$ cat config.mk
export PLATFORM = sky130hd
export DESIGN_NAME = uart_tx_feeder
export DESIGN_NICKNAME = d
export VERILOG_FILES = /design/src/rtl/uart_tx_feeder.sv
export SDC_FILE = /design/constraint.sdc
export NUM_CORES = 1
export LEC_CHECK = 0
export ABC_AREA = 1
export BUFFER_PORTS_ARGS = -buffer_cell sky130_fd_sc_hd__buf_4
export CORE_ASPECT_RATIO = 0.7
export CORE_MARGIN = 3
export CORE_UTILIZATION = 30
export CTS_CLUSTER_DIAMETER = 120
export DETAILED_ROUTE_END_ITERATION = 10
export PLACE_DENSITY_LB_ADDON = 0.1
export SYNTH_ARGS = -nofsm -noshare
export SYNTH_HDL_FRONTEND = slang
export SYNTH_SLANG_ARGS = --single-unit
export TNS_END_PERCENT = 5
$ cat constraint.sdc
create_clock -name clk -period 1.94 [get_ports clk]
set_input_delay 0.388 -clock clk [delete_from_list [all_inputs] [get_ports clk]]
set_output_delay 0.388 -clock clk [all_outputs]
set_load 0.01 [all_outputs]
$ cat src/rtl/uart_tx_feeder.sv
// Byte FIFO plus launch sequencer feeding a UART transmitter: pop, set up t_DATA, pulse trig_ss, wait tx_done, hold gap.
// Optional even-parity output t_PARITY is built when UART_TX_FEEDER_PARITY_EN is defined.
module uart_tx_feeder #(
    parameter int DEPTH      = 8,
    parameter int ADDR_W     = 3,
    parameter int GAP_CYCLES = 2
) (
    input  logic              clk,
    input  logic              rst_n,
    input  logic              wr_en,
    input  logic [7:0]        wr_data,
    output logic              full,
    output logic              empty,
    output logic [ADDR_W:0]   count,
    output logic              overflow,
    output logic [7:0]        t_DATA,
`ifdef UART_TX_FEEDER_PARITY_EN
    output logic              t_PARITY,
`endif
    output logic              trig_ss,
    input  logic              tx_busy,
    input  logic              tx_done
);

    localparam int GW = (GAP_CYCLES > 1) ? $clog2(GAP_CYCLES) : 1;

    typedef enum logic [2:0] {IDLE, LOAD, TRIG, WAIT, GAP} state_t;

    state_t            state;
    logic [GW-1:0]     gap_cnt;
    logic [7:0]        mem [DEPTH];
    logic [ADDR_W:0]   wptr, rptr, wptr_nx, rptr_nx, count_nx;
    logic              push, pop;

    assign push     = wr_en && !full;
    assign pop      = (state == IDLE) && !empty && !tx_busy;
    assign wptr_nx  = push ? wptr + 1'b1 : wptr;
    assign rptr_nx  = pop  ? rptr + 1'b1 : rptr;
    assign count_nx = wptr_nx - rptr_nx;

    always_ff @(posedge clk) begin
        if (push) mem[wptr[ADDR_W-1:0]] <= wr_data;
    end

    // Flags are computed from next-state pointers so they stay in lockstep with them.
    always_ff @(posedge clk or negedge rst_n) begin
        if (!rst_n) begin
            wptr     <= '0;
            rptr     <= '0;
            count    <= '0;
            full     <= 1'b0;
            empty    <= 1'b1;
            overflow <= 1'b0;
        end else begin
            wptr     <= wptr_nx;
            rptr     <= rptr_nx;
            count    <= count_nx;
            full     <= (count_nx == (ADDR_W+1)'(DEPTH));
            empty    <= (wptr_nx == rptr_nx);
            overflow <= wr_en && full;
        end
    end

    always_ff @(posedge clk or negedge rst_n) begin
        if (!rst_n) begin
            state    <= IDLE;
            gap_cnt  <= '0;
            t_DATA   <= 8'h00;
            trig_ss  <= 1'b0;
`ifdef UART_TX_FEEDER_PARITY_EN
            t_PARITY <= 1'b0;
`endif
        end else begin
            trig_ss <= 1'b0;
            case (state)
                IDLE: if (pop) begin
                    t_DATA   <= mem[rptr[ADDR_W-1:0]];
`ifdef UART_TX_FEEDER_PARITY_EN
                    t_PARITY <= ^mem[rptr[ADDR_W-1:0]];
`endif
                    state    <= LOAD;
                end
                LOAD: begin
                    trig_ss <= 1'b1;
                    state   <= TRIG;
                end
                TRIG: state <= WAIT;
                WAIT: if (tx_done) begin
                    if (GAP_CYCLES == 0) begin
                        state <= IDLE;
                    end else begin
                        gap_cnt <= GW'(GAP_CYCLES - 1);
                        state   <= GAP;
                    end
                end
                GAP: begin
                    if (gap_cnt == '0) state <= IDLE;
                    else               gap_cnt <= gap_cnt - 1'b1;
                end
                default: state <= IDLE;
            endcase
        end
    end

endmodule

==> flow_summary_export.csv <==
group,metric,value,unit
sta,clock_skew,0.00645,ns
setup_path,startpoint_type,"flip-flop",
grt,track_usage,0.133,
pwr,power.switching,2.98,mW
cells_and_area,area_growth,25.8,%
clock_network,clk_pin_slew,0.07,ns
floorplan,start_util,0.311,
sta,rsz0062_at_grt,"yes",
drt,remaining_drc_errors,0,
sta,hold_violations,0,
yosys,synth_seq_area_share,0.667,
pwr,power.leakage,2.00,nW
yosys,synth-main-ff-cell,"edfxtp_1",
yosys,synth_edf_count,64,
placement,gp_congestion,0.778,
cells_and_area,layout-drive-gt1-share,0.291,
grt,grt_overflow_total,0,
floorplan,die_area,14500,um^2
pwr,total_power,8.17,mW
yosys,syn_area_per_cell,11.5,um^2
hold_path,min_path_type,"input pin to flip-flop",
cells_and_area,multi_input_area,1170,um^2
setup_path,rrSetupSlack,-0.08,ns
drt,viasPerCell,4.47,
sta,setup-violations-final,3,
pwr,combPwrFrac,0.451,
yosys,yosys_warnings,0,
clock_network,cts-root-buf,"clkbuf_16",
clock_network,insertion_delay,0.33,ns
sta,period_minus_slack,2.02,ns
yosys,synth-seq-cells,92,
pwr,p_per_area,1650,nW/um^2
setup_path,worst-endpoint-arrival,2.25,ns
drt,drt-total-wl,8860,um
placement,dpl_cell_area,4530,um^2
floorplan,fp.dieW,143,um
pwr,intPower,5.19,mW
grt,grt_pass1_wl,14300,um
cells_and_area,n_antenna_cell,0,
clock_network,clock_sinks,92,
floorplan,io_pins,29,
cells_and_area,seq_area,2620,um^2
yosys,post_synth_inst_count,341,
drt,first_pass_iters,6,
drt,vias,2570,
sta,max_slew.worst_pin.slew,0.402,ns
setup_path,crit_slowest_cell,"dfrtp_1",
drt,drt_iter0_drc,90,
sta,finalCritPeriodShare,1.04,
cells_and_area,nNetsFinal,427,
setup_path,cp_cell_sequence,"nor2_4 -> nand4_4 -> buf_6 -> nor2_4 -> xor2_2 -> ha_4 -> nand2_2 -> nor2_2 -> nor2_1 -> nand2_1 -> inv_2 -> nand3_2 -> nand2_2 -> nor2_2",
setup_path,crit_path_end_kind,"flip-flop",
drt,wl_per_cell,15.4,um
sta,max_freq,0.495,GHz
grt,grt_max_degree,37,
placement,portBuffers,28,
setup_path,path_max_fanout,4,
floorplan,rows,34,
clock_network,cts_tree,"built",
setup_path,critPathMaxStageDelay,0.41,ns
cells_and_area,design_area,4950,um^2
run,maxCapViolations,0,
clock_network,h-tree-depth,3,
sta,setup_slack,-0.0785,ns
cells_and_area,fill_cells,1216,
setup_path,setup.worst_path.class,"flip-flop to flip-flop",
yosys,ys_types,34,
drt,antenna_left,0,
clock_network,clk_path_buf_depth,2,
grt,antenna_found_initial,0,
sta,slew_headroom,0.732,
pwr,power.share.switching,0.364,
sta,finalMaxSlewViolations,0,
setup_path,critPathBufInv,2,
yosys,ys_async_sr_fraction,0.304,
setup_path,cp.required,2.17,ns
yosys,synth.cell_area,3930,um^2
floorplan,core,12600,um^2
floorplan,chipHeight,102,um
placement,dpl.hpwl,5640,um
outcome,violations,"setup timing",
grt,grt_pass1_vias,2550,
pwr,pwr-share-seq,0.337,
pwr,p_clk_frac,0.212,
pwr,ir_worst_vdd,606,uV
yosys,syn-num-nets,360,
outcome,outcome,"complete, but fails checks",
setup_path,crit_family,"simple AND/OR/NAND/NOR gates",
clock_network,cts_made_buffers,9,
==> power groups by stage <==
stage | registers, mW | logic [mW] | clock network (mW)
floorplan | 2.85 | 1.97 | 0
CTS | 2.75 | 3.43 | 1.79
finish | 2.75 | 3.68 | 1.73
global placement | 2.79 | 3.31 | 0
global route | 2.79 | 4.19 | 1.88
detailed placement | 2.79 | 3.33 | 0
==> cell usage after synthesis, types with 2 or more instances <==
library cell,number,share of area
nor3_1,3,0.0038
nand2_1,42,0.040
edfxtp_1,64,0.49
o211ai_1,16,0.031
nand3_2,5,0.013
inv_2,4,0.0038
nand3_1,7,0.0089
nor2_4,3,0.0086
nand4_1,2,0.0032
o21ai_2,2,0.0045
nor2_1,61,0.058
buf_2,4,0.0051
dfrtp_1,27,0.17
nand2_2,4,0.0064
inv_1,26,0.025
o21ai_1,9,0.011
ha_1,5,0.016
buf_6,3,0.0086
buf_4,5,0.0095
xor2_1,2,0.0045
o21ai_0,34,0.043
==> placed cells by master, fill, tap and decap left out, types with 2 or more instances in the layout <==
| cell | synthesis | final |
|---|---|---|
| buf_4 | 5 | 67 |
| clkbuf_16 | 0 | 9 |
| clkinv_4 | 0 | 3 |
| dfrtp_1 | 27 | 27 |
| edfxtp_1 | 64 | 64 |
| ha_1 | 5 | 3 |
| ha_4 | 0 | 2 |
| inv_1 | 26 | 21 |
| inv_2 | 4 | 9 |
| nand2_1 | 42 | 41 |
| nand2_2 | 4 | 5 |
| nand3_1 | 7 | 7 |
| nand3_2 | 5 | 5 |
| nand4_1 | 2 | 2 |
| nor2_1 | 61 | 59 |
| nor2_2 | 1 | 2 |
| nor2_4 | 3 | 4 |
| nor3_1 | 3 | 3 |
| o211ai_1 | 16 | 16 |
| o21ai_0 | 34 | 33 |
| o21ai_1 | 9 | 9 |
| o21ai_2 | 2 | 3 |
==> metal layers <==
layer / vias to the layer above / track usage / wire length, um
met5: - / 0 / 0
met4: 0 / 0.0351 / 94
met3: 7 / 0.0363 / 318
met2: 29 / 0.203 / 4040
met1: 1232 / 0.189 / 4410
li1: 1302 / - / -
==> logic make-up (layout without fill, tap and decap cells) <==
kind of cell	Yosys count	after routing	share of synthesized area
AOI/OAI and AO/OA	64	64	0.0948
xor gates and xnor gates	4	4	0.0108
adders and majority gates	6	6	0.0210
buffers and inverters	44	116	0.0541
DFF	92	92	0.667
and+or+nand+nor	131	131	0.152
==> metrics by stage <==
step	instances	TNS (ns)	setup WS (ns)	hold slack, ns	util
6_report	575	-0.165	-0.0785	0.255	0.392
5_1_grt	575	-0.660	-0.220	0.253	0.392
4_1_cts	574	-0.190	-0.0985	0.243	0.386
3_5_place_dp	555	-0.560	-0.210	0.355	0.359
3_3_place_gp	555	-0.383	-0.148	0.355	0.359
2_1_floorplan	341	-0.0139	-0.00784	0.0924	-
==> final timing paths <==
kind                                       start                    end  cells after the start
max                         state[0]$_DFFE_PN0P_         full$_DFF_PN0_                     14
min                                        wr_en     overflow$_DFF_PN0_                      3
max reg2reg                 state[0]$_DFFE_PN0P_         full$_DFF_PN0_                     14
min reg2reg                t_DATA[1]$_DFFE_PN0P_  t_DATA[1]$_DFFE_PN0P_                      2
max in group asynchronous                  rst_n        empty$_DFF_PN1_                      2
min in group asynchronous                  rst_n      wptr[0]$_DFF_PN0_                      2
==> worst min-delay path: stages <==
cell,delay [ns]
buf_4,0.09
nand2_1,0.04
inv_1,0.04
==> cell type report <==
cell class	instances	area share
Clock buffer	10	0.0463
Clock inverter	6	0.0132
Inverter	30	0.0228
Multi-Input combinational cell	205	0.236
Sequential cell	92	0.530
Tap cell	162	0.0410
Timing Repair Buffer	70	0.110
==> timing repair <==
item	in CTS	in global routing
pin swaps	6	14
hold buffers	1	0
endpoints found under the setup margin	4	6
gates resized for setup	7	14
buffers inserted	2	1
endpoints found under the hold margin	18	0
==> registers in the layout (all words and copies together) (netlist names) <==
register and flops:
rptr 4, overflow 1, trig_ss 1, count 4
full 1, empty 1, state 3, t_DATA 8
gap_cnt 1, wptr 4, mem 64
(Power assumes the default switching activity.)
